### src/rtl/uart_sram_tx_interface_pkg.sv
// Shared types for the SRAM-to-UART dump path.
// Covers the block FSM and the byte serializer.
package uart_sram_tx_interface_pkg;

  localparam int ADDR_W = 18;
  localparam int WORD_W = 16;

  typedef enum logic [2:0] {
    S_TXI_IDLE,
    S_TXI_WAIT,
    S_TXI_SEND_HI,
    S_TXI_SEND_LO,
    S_TXI_FLUSH
  } tx_if_state_type;

  typedef enum logic [1:0] {
    S_UTX_IDLE,
    S_UTX_START,
    S_UTX_DATA,
    S_UTX_STOP
  } utx_state_type;

  function automatic logic [ADDR_W-1:0] addr_next(
    input logic [ADDR_W-1:0] a
  );
    return a + 18'd1;
  endfunction

endpackage

### src/rtl/uart_sram_tx_interface_byte_tx.sv
// 8N1 byte serializer; Ready also rises in the last stop-bit
// cycle so back-to-back frames need no idle gap.
module uart_byte_tx
  import uart_sram_tx_interface_pkg::*;
#(
  parameter int CLKS_PER_BIT = 434
) (
  input  logic       CLOCK_50_I,
  input  logic       resetn,
  input  logic       Load,
  input  logic [7:0] Data,
  output logic       Ready,
  output logic       TX
);

  localparam int CW = $clog2(CLKS_PER_BIT);
  localparam logic [CW-1:0] LAST = CW'(CLKS_PER_BIT - 1);

  utx_state_type state_q, state_d;
  logic [CW-1:0] cnt_q, cnt_d;
  logic [2:0]    idx_q, idx_d;
  logic [7:0]    shift_q, shift_d;
  logic          tx_q, tx_d;
  logic          bit_end;

  assign bit_end = (cnt_q == LAST);
  assign Ready   = (state_q == S_UTX_IDLE) ||
                   ((state_q == S_UTX_STOP) && bit_end);
  assign TX      = tx_q;

  always_comb begin
    state_d = state_q;
    idx_d   = idx_q;
    shift_d = shift_q;
    tx_d    = tx_q;
    cnt_d   = bit_end ? '0 : cnt_q + 1'b1;
    unique case (state_q)
      S_UTX_IDLE: begin
        cnt_d = '0;
        tx_d  = 1'b1;
        if (Load) begin
          state_d = S_UTX_START;
          shift_d = Data;
          tx_d    = 1'b0;
        end
      end
      S_UTX_START: begin
        if (bit_end) begin
          state_d = S_UTX_DATA;
          idx_d   = '0;
          tx_d    = shift_q[0];
        end
      end
      S_UTX_DATA: begin
        if (bit_end) begin
          if (idx_q == 3'd7) begin
            state_d = S_UTX_STOP;
            tx_d    = 1'b1;
          end else begin
            idx_d   = idx_q + 3'd1;
            shift_d = {1'b0, shift_q[7:1]};
            tx_d    = shift_q[1];
          end
        end
      end
      S_UTX_STOP: begin
        if (bit_end) begin
          if (Load) begin
            state_d = S_UTX_START;
            shift_d = Data;
            tx_d    = 1'b0;
          end else begin
            state_d = S_UTX_IDLE;
            tx_d    = 1'b1;
          end
        end
      end
      default: begin
        state_d = S_UTX_IDLE;
        tx_d    = 1'b1;
      end
    endcase
  end

  always_ff @(posedge CLOCK_50_I or negedge resetn) begin
    if (!resetn) begin
      state_q <= S_UTX_IDLE;
      cnt_q   <= '0;
      idx_q   <= '0;
      shift_q <= '0;
      tx_q    <= 1'b1;
    end else begin
      state_q <= state_d;
      cnt_q   <= cnt_d;
      idx_q   <= idx_d;
      shift_q <= shift_d;
      tx_q    <= tx_d;
    end
  end

endmodule

### src/rtl/uart_sram_tx_interface.sv
// Reads a block of SRAM words and streams them out on UART,
// high byte first, prefetching the next word during the low byte.
module uart_sram_tx_interface
  import uart_sram_tx_interface_pkg::*;
#(
  parameter int CLKS_PER_BIT = 434,
  parameter int SRAM_LATENCY = 2
) (
  input  logic              CLOCK_50_I,
  input  logic              resetn,
  input  logic              Start,
  input  logic [ADDR_W-1:0] Start_address,
  input  logic [ADDR_W-1:0] Word_count,
  output logic [ADDR_W-1:0] SRAM_address,
  input  logic [WORD_W-1:0] SRAM_read_data,
  output logic              SRAM_we_n,
  output logic              UART_TX_O,
  output logic              Busy,
  output logic              Done
);

  localparam int LW = (SRAM_LATENCY < 1) ? 1 :
                      $clog2(SRAM_LATENCY + 1);
  localparam logic [LW-1:0] LAT = LW'(SRAM_LATENCY);

  tx_if_state_type   state_q, state_d;
  logic [ADDR_W-1:0] addr_q, addr_d;
  logic [ADDR_W-1:0] rem_q, rem_d;
  logic [WORD_W-1:0] word_q, word_d;
  logic [WORD_W-1:0] pre_q, pre_d;
  logic              pre_vld_q, pre_vld_d;
  logic              pf_busy_q, pf_busy_d;
  logic [LW-1:0]     lat_q, lat_d;
  logic              busy_q, busy_d;
  logic              done_q, done_d;
  logic              ld;
  logic [7:0]        ld_byte;
  logic              tx_ready;

  uart_byte_tx #(
    .CLKS_PER_BIT(CLKS_PER_BIT)
  ) u_byte_tx (
    .CLOCK_50_I(CLOCK_50_I),
    .resetn    (resetn),
    .Load      (ld),
    .Data      (ld_byte),
    .Ready     (tx_ready),
    .TX        (UART_TX_O)
  );

  assign SRAM_address = addr_q;
  assign SRAM_we_n    = 1'b1;
  assign Busy         = busy_q;
  assign Done         = done_q;

  always_comb begin
    state_d   = state_q;
    addr_d    = addr_q;
    rem_d     = rem_q;
    word_d    = word_q;
    pre_d     = pre_q;
    pre_vld_d = pre_vld_q;
    pf_busy_d = pf_busy_q;
    lat_d     = lat_q;
    busy_d    = busy_q;
    done_d    = 1'b0;
    ld        = 1'b0;
    ld_byte   = 8'h00;

    // background prefetch of the next word
    if (pf_busy_q) begin
      if (lat_q == LAT) begin
        pre_d     = SRAM_read_data;
        pre_vld_d = 1'b1;
        pf_busy_d = 1'b0;
      end else begin
        lat_d = lat_q + 1'b1;
      end
    end

    unique case (state_q)
      S_TXI_IDLE: begin
        if (Start && !done_q) begin
          if (Word_count != '0) begin
            addr_d  = Start_address;
            rem_d   = Word_count;
            busy_d  = 1'b1;
            lat_d   = '0;
            state_d = S_TXI_WAIT;
          end else begin
            done_d = 1'b1;
          end
        end
      end
      S_TXI_WAIT: begin
        if (lat_q == LAT) begin
          word_d  = SRAM_read_data;
          state_d = S_TXI_SEND_HI;
        end else begin
          lat_d = lat_q + 1'b1;
        end
      end
      S_TXI_SEND_HI: begin
        if (tx_ready && !pf_busy_q) begin
          ld = 1'b1;
          if (pre_vld_q) begin
            ld_byte   = pre_q[15:8];
            word_d    = pre_q;
            pre_vld_d = 1'b0;
          end else begin
            ld_byte = word_q[15:8];
          end
          state_d = S_TXI_SEND_LO;
        end
      end
      S_TXI_SEND_LO: begin
        if (tx_ready) begin
          ld      = 1'b1;
          ld_byte = word_q[7:0];
          rem_d   = rem_q - 18'd1;
          if (rem_q > 18'd1) begin
            addr_d    = addr_next(addr_q);
            pf_busy_d = 1'b1;
            lat_d     = '0;
            state_d   = S_TXI_SEND_HI;
          end else begin
            state_d = S_TXI_FLUSH;
          end
        end
      end
      S_TXI_FLUSH: begin
        if (tx_ready) begin
          done_d  = 1'b1;
          busy_d  = 1'b0;
          state_d = S_TXI_IDLE;
        end
      end
      default: begin
        state_d = S_TXI_IDLE;
        busy_d  = 1'b0;
      end
    endcase
  end

  always_ff @(posedge CLOCK_50_I or negedge resetn) begin
    if (!resetn) begin
      state_q   <= S_TXI_IDLE;
      addr_q    <= '0;
      rem_q     <= '0;
      word_q    <= '0;
      pre_q     <= '0;
      pre_vld_q <= 1'b0;
      pf_busy_q <= 1'b0;
      lat_q     <= '0;
      busy_q    <= 1'b0;
      done_q    <= 1'b0;
    end else begin
      state_q   <= state_d;
      addr_q    <= addr_d;
      rem_q     <= rem_d;
      word_q    <= word_d;
      pre_q     <= pre_d;
      pre_vld_q <= pre_vld_d;
      pf_busy_q <= pf_busy_d;
      lat_q     <= lat_d;
      busy_q    <= busy_d;
      done_q    <= done_d;
    end
  end

endmodule
### config.mk
export PLATFORM = sky130hd
export DESIGN_NAME = uart_sram_tx_interface
export DESIGN_NICKNAME = d
export VERILOG_FILES = /design/src/rtl/uart_sram_tx_interface_pkg.sv /design/src/rtl/uart_sram_tx_interface_byte_tx.sv /design/src/rtl/uart_sram_tx_interface.sv
export SDC_FILE = /design/constraint.sdc
export NUM_CORES = 1
export LEC_CHECK = 0
export CORE_MARGIN = 8
export CORE_UTILIZATION = 30
export DETAILED_ROUTE_END_ITERATION = 8
export GPL_TIMING_DRIVEN = 0
export PLACE_DENSITY = 0.49
export SETUP_SLACK_MARGIN = 0.02
export SYNTH_ARGS = -nofsm -noshare
export SYNTH_HDL_FRONTEND = slang
export SYNTH_SLANG_ARGS = --single-unit
### constraint.sdc
create_clock -name CLOCK_50_I -period 2.95 [get_ports CLOCK_50_I]
set_input_delay 0.59 -clock CLOCK_50_I [delete_from_list [all_inputs] [get_ports CLOCK_50_I]]
set_output_delay 0.59 -clock CLOCK_50_I [all_outputs]
set_load 0.005 [all_outputs]
# After elaboration in Yosys (flattened, before gate mapping)
# Index checks and enable logic that the tools add are counted.
[totals] ff_bits=100 output_inout_bits=22 wordCells=147
[op_classes] n_addsub=5 order_cmp=1 reduce_logical=24 n_eq_ne=24 bitwise_logic=1 muxes=77
[op_table] operator="two-way mux 18 bit" count=7
[op_table] operator="one-hot mux 18 bit (2 select lines)" count=2
[op_table] operator="two-way mux 8 bit" count=7
[op_table] operator="two-way mux 16 bit" count=3
[op_table] operator="one-hot mux 16 bit (2 select lines)" count=1
[op_table] operator="two-way mux 3 bit" count=10
[op_table] operator="two-way mux 2 bit" count=12
[op_table] operator="one-hot mux 8 bit (3 select lines)" count=1
[op_table] operator="two-way mux 1 bit" count=23
[op_table] operator="!= test 2 bit, second input constant" count=10
[op_table] operator="AND reduction 4 bit" count=5
[op_table] operator="adder 18 x 1 -> 18 bit, second input constant" count=1
[op_table] operator="greater-than comparator 18 x 1 -> 1 bit, second input constant" count=1
[op_table] operator="two-way mux 9 bit" count=2
[op_table] operator="nonzero test 18 bit" count=1
[op_table] operator="subtractor 18 x 1 -> 18 bit, second input constant" count=1
[op_table] operator="one-hot mux 8 bit (2 select lines)" count=1
[op_table] operator="one-hot mux 3 bit (5 select lines)" count=1
[op_table] operator="AND reduction 5 bit" count=2
[op_table] operator="adder 9 x 1 -> 9 bit, second input constant" count=1
[op_table] operator="equality test 9 bit, second input constant" count=1
[op_table] operator="!= test 2 x 1 -> 1 bit, second input constant" count=4
[op_table] operator="one-hot mux 2 bit (4 select lines)" count=1
[op_table] operator="equality test 2 bit, second input constant" count=3
[op_table] operator="other kinds (23)" count=31

# Longest topological paths before layout
[logic_depth] depth_word=9 ltp_mapped=10 ltp_nobuf=8

# By module
# Synthesis repeated with hierarchy kept, for this count alone.
[hier_totals] hier_cells=620 area_unflattened_um2=5896.9
[modules_own_cells] mod="uart_sram_tx_interface" cells_each=504 area_per_inst_um2=4568.1 seq_area_each_um2=1926.8 instances=1
[modules_own_cells] mod="uart_byte_tx" cells_each=116 area_per_inst_um2=1328.8 seq_area_each_um2=576.8 instances=1

# Worst setup path before layout
# OpenSTA, ideal clock, no wires.
[synth_path] kind="in2reg" from="in Word_count[0]" to="reg addr_q[7], in the netlist SRAM_address[7]" path_slack_ns=0.702 stages=8 arrival_ns=2.124 cell_sequence="or4_4 nor4_4 a21boi_2 o21a_1 buf_6 buf_6 a21oi_2 a21oi_1"
[synth_via] elab_chain_cells=3
[synth_lines] item="from (decl)" line_no="uart_sram_tx_interface.sv:13" text="input logic [ADDR_W-1:0] Word_count,"
[synth_lines] item="nonzero test 18 bit" line_no="uart_sram_tx_interface.sv:84" text="if (Word_count != '0) begin"
[synth_lines] item="!= test 2 bit (no source line)"
[synth_lines] item="AND reduction 5 bit (no source line)"
[synth_lines] item="to (signal assigned)" line_no="uart_sram_tx_interface.sv:159" text="addr_q <= addr_d;"
[synth_lines] item="to (decl)" line_no="uart_sram_tx_interface.sv:27" text="logic [ADDR_W-1:0] addr_q, addr_d;"
# Every way passes these cells.
# A chain may end at the register's enable or synchronous reset.

# Worst setup path in the final report
[layout_path] from="reg state_q[0]" to="reg addr_q[2], in the netlist SRAM_address[2]"
[layout_via] elab_chain_cells=3 word_cells_on_any_way=9 classes_between="5 x eq/ne; 1 x mux; 3 x reduce/logical"
[layout_lines] item="from (decl)" line_no="uart_sram_tx_interface.sv:26" text="tx_if_state_type state_q, state_d;"
[layout_lines] item="from (signal assigned)" line_no="uart_sram_tx_interface.sv:158" text="state_q <= state_d;"
[layout_lines] item="equality test 3 x 2 -> 1 bit / logical NOT 3 bit (equally long branches)" line_no="uart_sram_tx_interface.sv:81" text="unique case (state_q)"
[layout_lines] item="!= test 2 bit (no source line) / nonzero test 2 bit (equally long branches)"
[layout_lines] item="AND reduction 5 bit (no source line)"
# Several ways; a longest one is shown, not always the timed one.

==> impl_metrics.yaml <==
timing:
  setup_tns_ns: 0
  fin_skew_ns: 0.00810
  max_freq_mhz: 377
  finalHoldViolCount: 0
  rsz0062_at_grt: "false"
  setup_ws_ns: 0.300
  fin_crit_ns: 2.65
  period_share_pct: 89.8
  finalMaxSlewViolations: 0
  setup_violations: 0
  relSlewSlack_pct: 45.5
  worst_slew_pin_slew_ns: 0.810
  hold_ws_ns: 0.251
hold_path:
  min_path_type: "in2async"
die:
  coreArea_um2: 18600
  die_w_um: 153
  pin_count: 77
  dieArea_um2: 23400
  rows: 50
  start_util_pct: 30.3
  die-height_um: 153
critical_path:
  critPathCaptureType: "flop"
  cp_max_fo: 10
  cp.required_ns: 3.23
  worst_path_largest_cell_delay_ns: 0.59
  critPathTopFamily: "buffers and inverters"
  cp.arrival_ns: 2.93
  worstRegToRegCells: 7
  worst-path-buf-inv: 3
  path_cells: "buf_2 > and2_1 > nand2_1 > clkbuf_1 > clkbuf_1 > nand2_1 > a32oi_2"
  rr_startpoint: "state_q[0]"
  critPathLaunchType: "flop"
  r2r_end: "SRAM_address[2]"
  worst-setup-path-type: "reg2reg"
  critPathSlowestCell: "clkbuf_1"
  ff2ff_setup_slack_ns: 0.30
cells_and_area:
  nets: 765
  syn2layout_area_growth_pct: 24.2
  design_area_um2: 7000
  drive_gt1_share_pct: 11.0
  layout.cells.non_filler: 935
  antenna_cells: 0
  final_core_util_pct: 37.7
clocking:
  cts_resized: 0
  clock-root-buffer: "clkbuf_16"
  postCtsSetupBuffers: 0
  numCtsBuffers: 9
  worstSkewPairLatency_ns: 0.36
  cts_tree: "done"
  clock-sinks: 100
  clk_pin_slew_worst_paths_ns: 0.07
  cts_hold_buf: 0
  htreeDepth: 3
  cts_buffer_depth: 2
synth:
  synth_fp_nets: 678
  synth_area_leaders: "dfrtp_1 (44%), a21oi_1 (5.4%), o21ai_0 (5.1%)"
  synth_seq_cells: 100
  yosysMostFrequentCell: "dfrtp_1"
  synth_edf_count: 0
  ys.flop_type: "dfrtp_1"
  yosys-top-cells-count: "dfrtp_1 (99), nor2_1 (69), a21oi_1 (61), o21ai_0 (58), nand2_1 (50)"
  synth_cells: 610
  netlist.top_cell.by_area: "dfrtp_1"
  yosysSeqAreaShare_pct: 44.4
  yosysUniqueCellTypes: 63
  synth_top_area_share_pct: 44.0
  async_flop_share_pct: 100
  syn_area_um2: 5640
  syn_area_per_cell_um2: 9.24
  yosysWarnings: 0
power:
  ir_worst_vdd_mv: 0.445
  power.density_nw_per_um2: 1090
  power.total_mw: 7.62
  power.leakage_nw: 2.85
drt:
  drc: 0
  wl_met2_mm: 7.74
  drtIter0Drc: 261
  first_pass_iters: 4
  wl_met3_um: 878
  avgViaCountPerCell: 5.31
  antenna_left: 0
  met1_length_mm: 7.29
  top_layer_used: "met4"
  via_count: 4962
  totalWireLength_mm: 16.2
  wl_per_cell_um: 17.3
placed_design:
  dp_slack_ns: -0.0499
  io_buffers: 75
  gp_congestion: 0.803
  dpl_cell_area_um2: 6710
  dp.cells: 920
  hpwl_mm: 11.6
global_routing:
  overflow: 0
  antenna_found_initial: 0
  grt_pass1_vias: 5129
  grt_use_total_pct: 13.9
  grt_pass1_wl_mm: 26.7
  grt_max_degree: 59
run_status:
  status: "complete, no violations"
run:
  maxCapViolCount: 0
==> cells by family after synthesis <==
group	count (synthesis)	share of synthesized area (%)
and+or+nand+nor	197	16.7
AOI/OAI and AO/OA	196	21.8
DFF	100	44.4
buffers and inverters	49	4.11
muxes	48	9.06
adders and majority gates	13	2.89
xor gates and xnor gates	6	0.932
other	1	0.0665
==> layout make-up <==
class | count | area, um2
clock buffer | 9 | 225
inverter | 15 | 56.3
sequential | 100 | 2500
clock inverter | 6 | 72.6
buffer | 34 | 175
fill | 1895 | 11600
timing repair buffer | 76 | 776
multi-input combinational | 461 | 2900
tap | 234 | 293
==> layout by cell type, fill, tap and decap left out, types with 4 or more instances in the layout <==
cell type | Yosys | layout
a21o_1 | 8 | 8
clkbuf_16 | 0 | 9
ha_1 | 13 | 13
a21oi_2 | 10 | 10
o21a_1 | 5 | 5
nor4_1 | 6 | 6
a22o_1 | 4 | 4
nor2_1 | 69 | 69
nand2_1 | 50 | 50
nor3_1 | 16 | 16
and3_1 | 5 | 5
or4_1 | 4 | 4
buf_6 | 4 | 4
nand3_1 | 16 | 16
a31oi_1 | 5 | 5
o21ai_0 | 58 | 58
a21oi_1 | 61 | 61
inv_1 | 15 | 15
clkbuf_1 | 16 | 16
dfrtp_1 | 99 | 99
mux2i_1 | 24 | 24
buf_2 | 11 | 11
clkdlybuf4s50_1 | 0 | 74
o22ai_1 | 6 | 6
mux2_2 | 24 | 24
or3_1 | 6 | 6
nand2b_1 | 5 | 5
nand4_1 | 8 | 8
a22oi_1 | 12 | 12
==> worst max path at each step <==
stage	start	to	depth (start not counted)
floorplan	Word_count[0]	SRAM_address[7]	8
global placement	resetn	pre_q[5]	1
detailed placement	Word_count[0]	rem_q[6]	8
CTS	state_q[0]	SRAM_address[2]	7
global route	state_q[0]	SRAM_address[2]	7
finish	state_q[0]	SRAM_address[2]	7
==> routing by layer <==
layer	global-route usage, %	vias up
met5	0	-
met4	5.04	0
met3	3.27	21
met2	23.5	124
met1	17.0	2424
li1	-	2393
==> power breakdown <==
part	leakage, nW	switching [mW]	internal [mW]
clock	0.143	0.578	0.665
combinational	1.52	2.24	1.65
sequential	1.19	0.517	1.97
==> registers in the layout (all words and copies together) (netlist names), 3 cells and up <==
name / flops
state_q: 3
u_byte_tx.cnt_q: 9
rem_q: 18
u_byte_tx.shift_q: 8
SRAM_address: 18
pre_q: 16
word_q: 16
u_byte_tx.idx_q: 3
==> worst reg2reg max path, delay by kind of cell (launching register included) <==
family | cells | cell delay (ns)
AOI/OAI and AO/OA | 1 | 0.23
buffers and inverters | 3 | 1.27
DFF | 1 | 0.36
and+or+nand+nor | 3 | 0.71
(Power assumes the default switching activity.)
==> RTL edit (same settings) <==
Take the reset off `addr_q` and `word_q` and load them in a clocked block of their own.
--- a/src/rtl/uart_sram_tx_interface.sv
+++ b/src/rtl/uart_sram_tx_interface.sv
@@ -147,5 +147,3 @@
       state_q   <= S_TXI_IDLE;
-      addr_q    <= '0;
       rem_q     <= '0;
-      word_q    <= '0;
       pre_q     <= '0;
@@ -158,5 +156,3 @@
       state_q   <= state_d;
-      addr_q    <= addr_d;
       rem_q     <= rem_d;
-      word_q    <= word_d;
       pre_q     <= pre_d;
@@ -170,2 +166,7 @@
 
+  always_ff @(posedge CLOCK_50_I) begin
+    addr_q <= addr_d;
+    word_q <= word_d;
+  end
+
 endmodule
Function: changed (Yosys sat finds a counterexample within 4 cycles, from zero or initial values and one cycle with resetn low).
==> RTL edit against the unedited design <==
Core utilization grew 0.19 points. Critical endpoint is now rem_q[7]$_DFFE_PN0P_. Sequential cell count unchanged. Wire length fell by 7.1%. Worst hold slack got worse by 95 ps. Synthesized area is 0.27% lower. Maximum frequency shrank 2.6%. Count of clock-buffer cells in the layout unchanged. Critical path depth rose by 1. Total power fell by 0.58%. Highest routed layer unchanged. Global-route usage fell by 0.69 points. Final area is 0.16% higher. Sequential share of layout area increased by 2.4 points. Setup slack got worse by 72 ps.
==> RTL edit: results (changes against the unedited design) <==
Synth Area in Adders: 0.0289 (+0.0000771)
DR pass1 iterations: 5 (+1)
post_cts resized: 1 (+1)
Synth area leaders: dfrtp_1 (29%), edfxtp_1 (18%), mux2_2 (8.0%)
internal power: 4480 uW (+4.5%)
final-layout fill cell count: 1912 (+0.90%)
slew margin rel.: 0.419 (-0.0356)
sequential power: 2750 uW (+10%)
status: finished clean
first-pass GRT wire length: 25.4 mm (-4.8%)
layout cells sized above 1: 0.128 (+0.0184)
data arrival time of the worst path: 2950 ps (+20 ps)
sequential fraction of the synthesis area: 0.476 (+0.0315)
Max VDD drop: 0.399 mV (-10%)
Final Wtd Congestion: 0.860 (+7.0%)
total global routing track utilization: 0.132 (-0.00693)
FF-to-FF End: SRAM_address[8]$_DFFE_PP_
Layout Cells excl Fill: 881 (-5.8%)
FF-to-FF Start: u_byte_tx.cnt_q[1]$_DFF_PN0_
Hold WS: 156 ps (-95.3 ps)
DP Wirelength: 11.1 mm (-4.9%)
Slowest cell on crit path: nor4_1
cell count of the worst reg-to-reg path: 9 (+2)
Commonest cells post-synth: dfrtp_1 (65), nand2_1 (51), nor2_1 (51)
Placed Cells: 865 (-6.0%)
synth unique cells: 67 (+6.3%)
Synth Instances: 554 (-9.2%)
largest net degree at the start of global routing: 40 (-32%)
Worst Skew: 5.25 ps (-2.85 ps)
EDFF count, synth: 34 (+34)
f_max: 367 MHz (-2.6%)
Synth Area in Compound Gates: 0.150 (-0.0682)
nets@finish: 710 (-7.2%)
Post-Synth XOR/XNOR Area: 0.0343 (+0.0250)
Post-Syn Nets: 622 (-8.3%)
vias in the first global route: 4812 (-6.2%)
leakage power: 0.00272 uW (-4.5%)
==> RTL edit: cell types whose count changed after synthesis, moves of 16 or more <==
cell	unedited run	this run
nor2_1	69	51
a21oi_1	61	15
dfrtp_1	99	65
mux2_2	24	40
edfxtp_1	0	34
o21ai_0	58	35
==> RTL edit: worst max-delay path by stage <==
stage / start / endpoint / slack (ps) / depth (start not counted)
detailed placement: Start / SRAM_address[9]$_DFFE_PP_ / -240 / 8
global route: Word_count[0] / rem_q[13]$_DFFE_PN0P_ / 20 / 8
finish: Word_count[0] / rem_q[7]$_DFFE_PN0P_ / 230 / 8
CTS: u_byte_tx.cnt_q[1]$_DFF_PN0_ / SRAM_address[9]$_DFFE_PP_ / 110 / 9
global placement: resetn / pre_q[6]$_DFFE_PN0P_ / -1250 / 1
floorplan: u_byte_tx.cnt_q[1]$_DFF_PN0_ / SRAM_address[0]$_DFFE_PP_ / 120 / 8
==> RTL edit: through the flow <==
| step | power, uW | area (sq um) |
|---|---|---|
| 3_5_place_dp | 6370 | 6700 |
| 6_report | 7580 | 7010 |
| 4_1_cts | 7660 | 7010 |
| 3_3_place_gp | 6240 | 6670 |
| 2_1_floorplan | 5060 | 5620 |
| 5_1_grt | 8200 | 7010 |
==> RTL edit: area by class of cell <==
| type | count | share of cell area |
|---|---|---|
| Clock buffer | 9 | 0.0321 |
| Sequential cell | 100 | 0.381 |
| Timing Repair Buffer | 77 | 0.112 |
| Inverter | 24 | 0.0128 |
| Buffer | 31 | 0.0207 |
| Tap cell | 234 | 0.0417 |
| Multi-Input combinational cell | 399 | 0.388 |
| Clock inverter | 7 | 0.0116 |
==> RTL edit: per-layer routing <==
metal,GRT usage,up-vias,wire length (um)
met4,0.0306,0,126
met1,0.167,2248,6890
met2,0.222,114,7300
li1,-,2206,-
met3,0.0341,10,714
met5,0,-,0
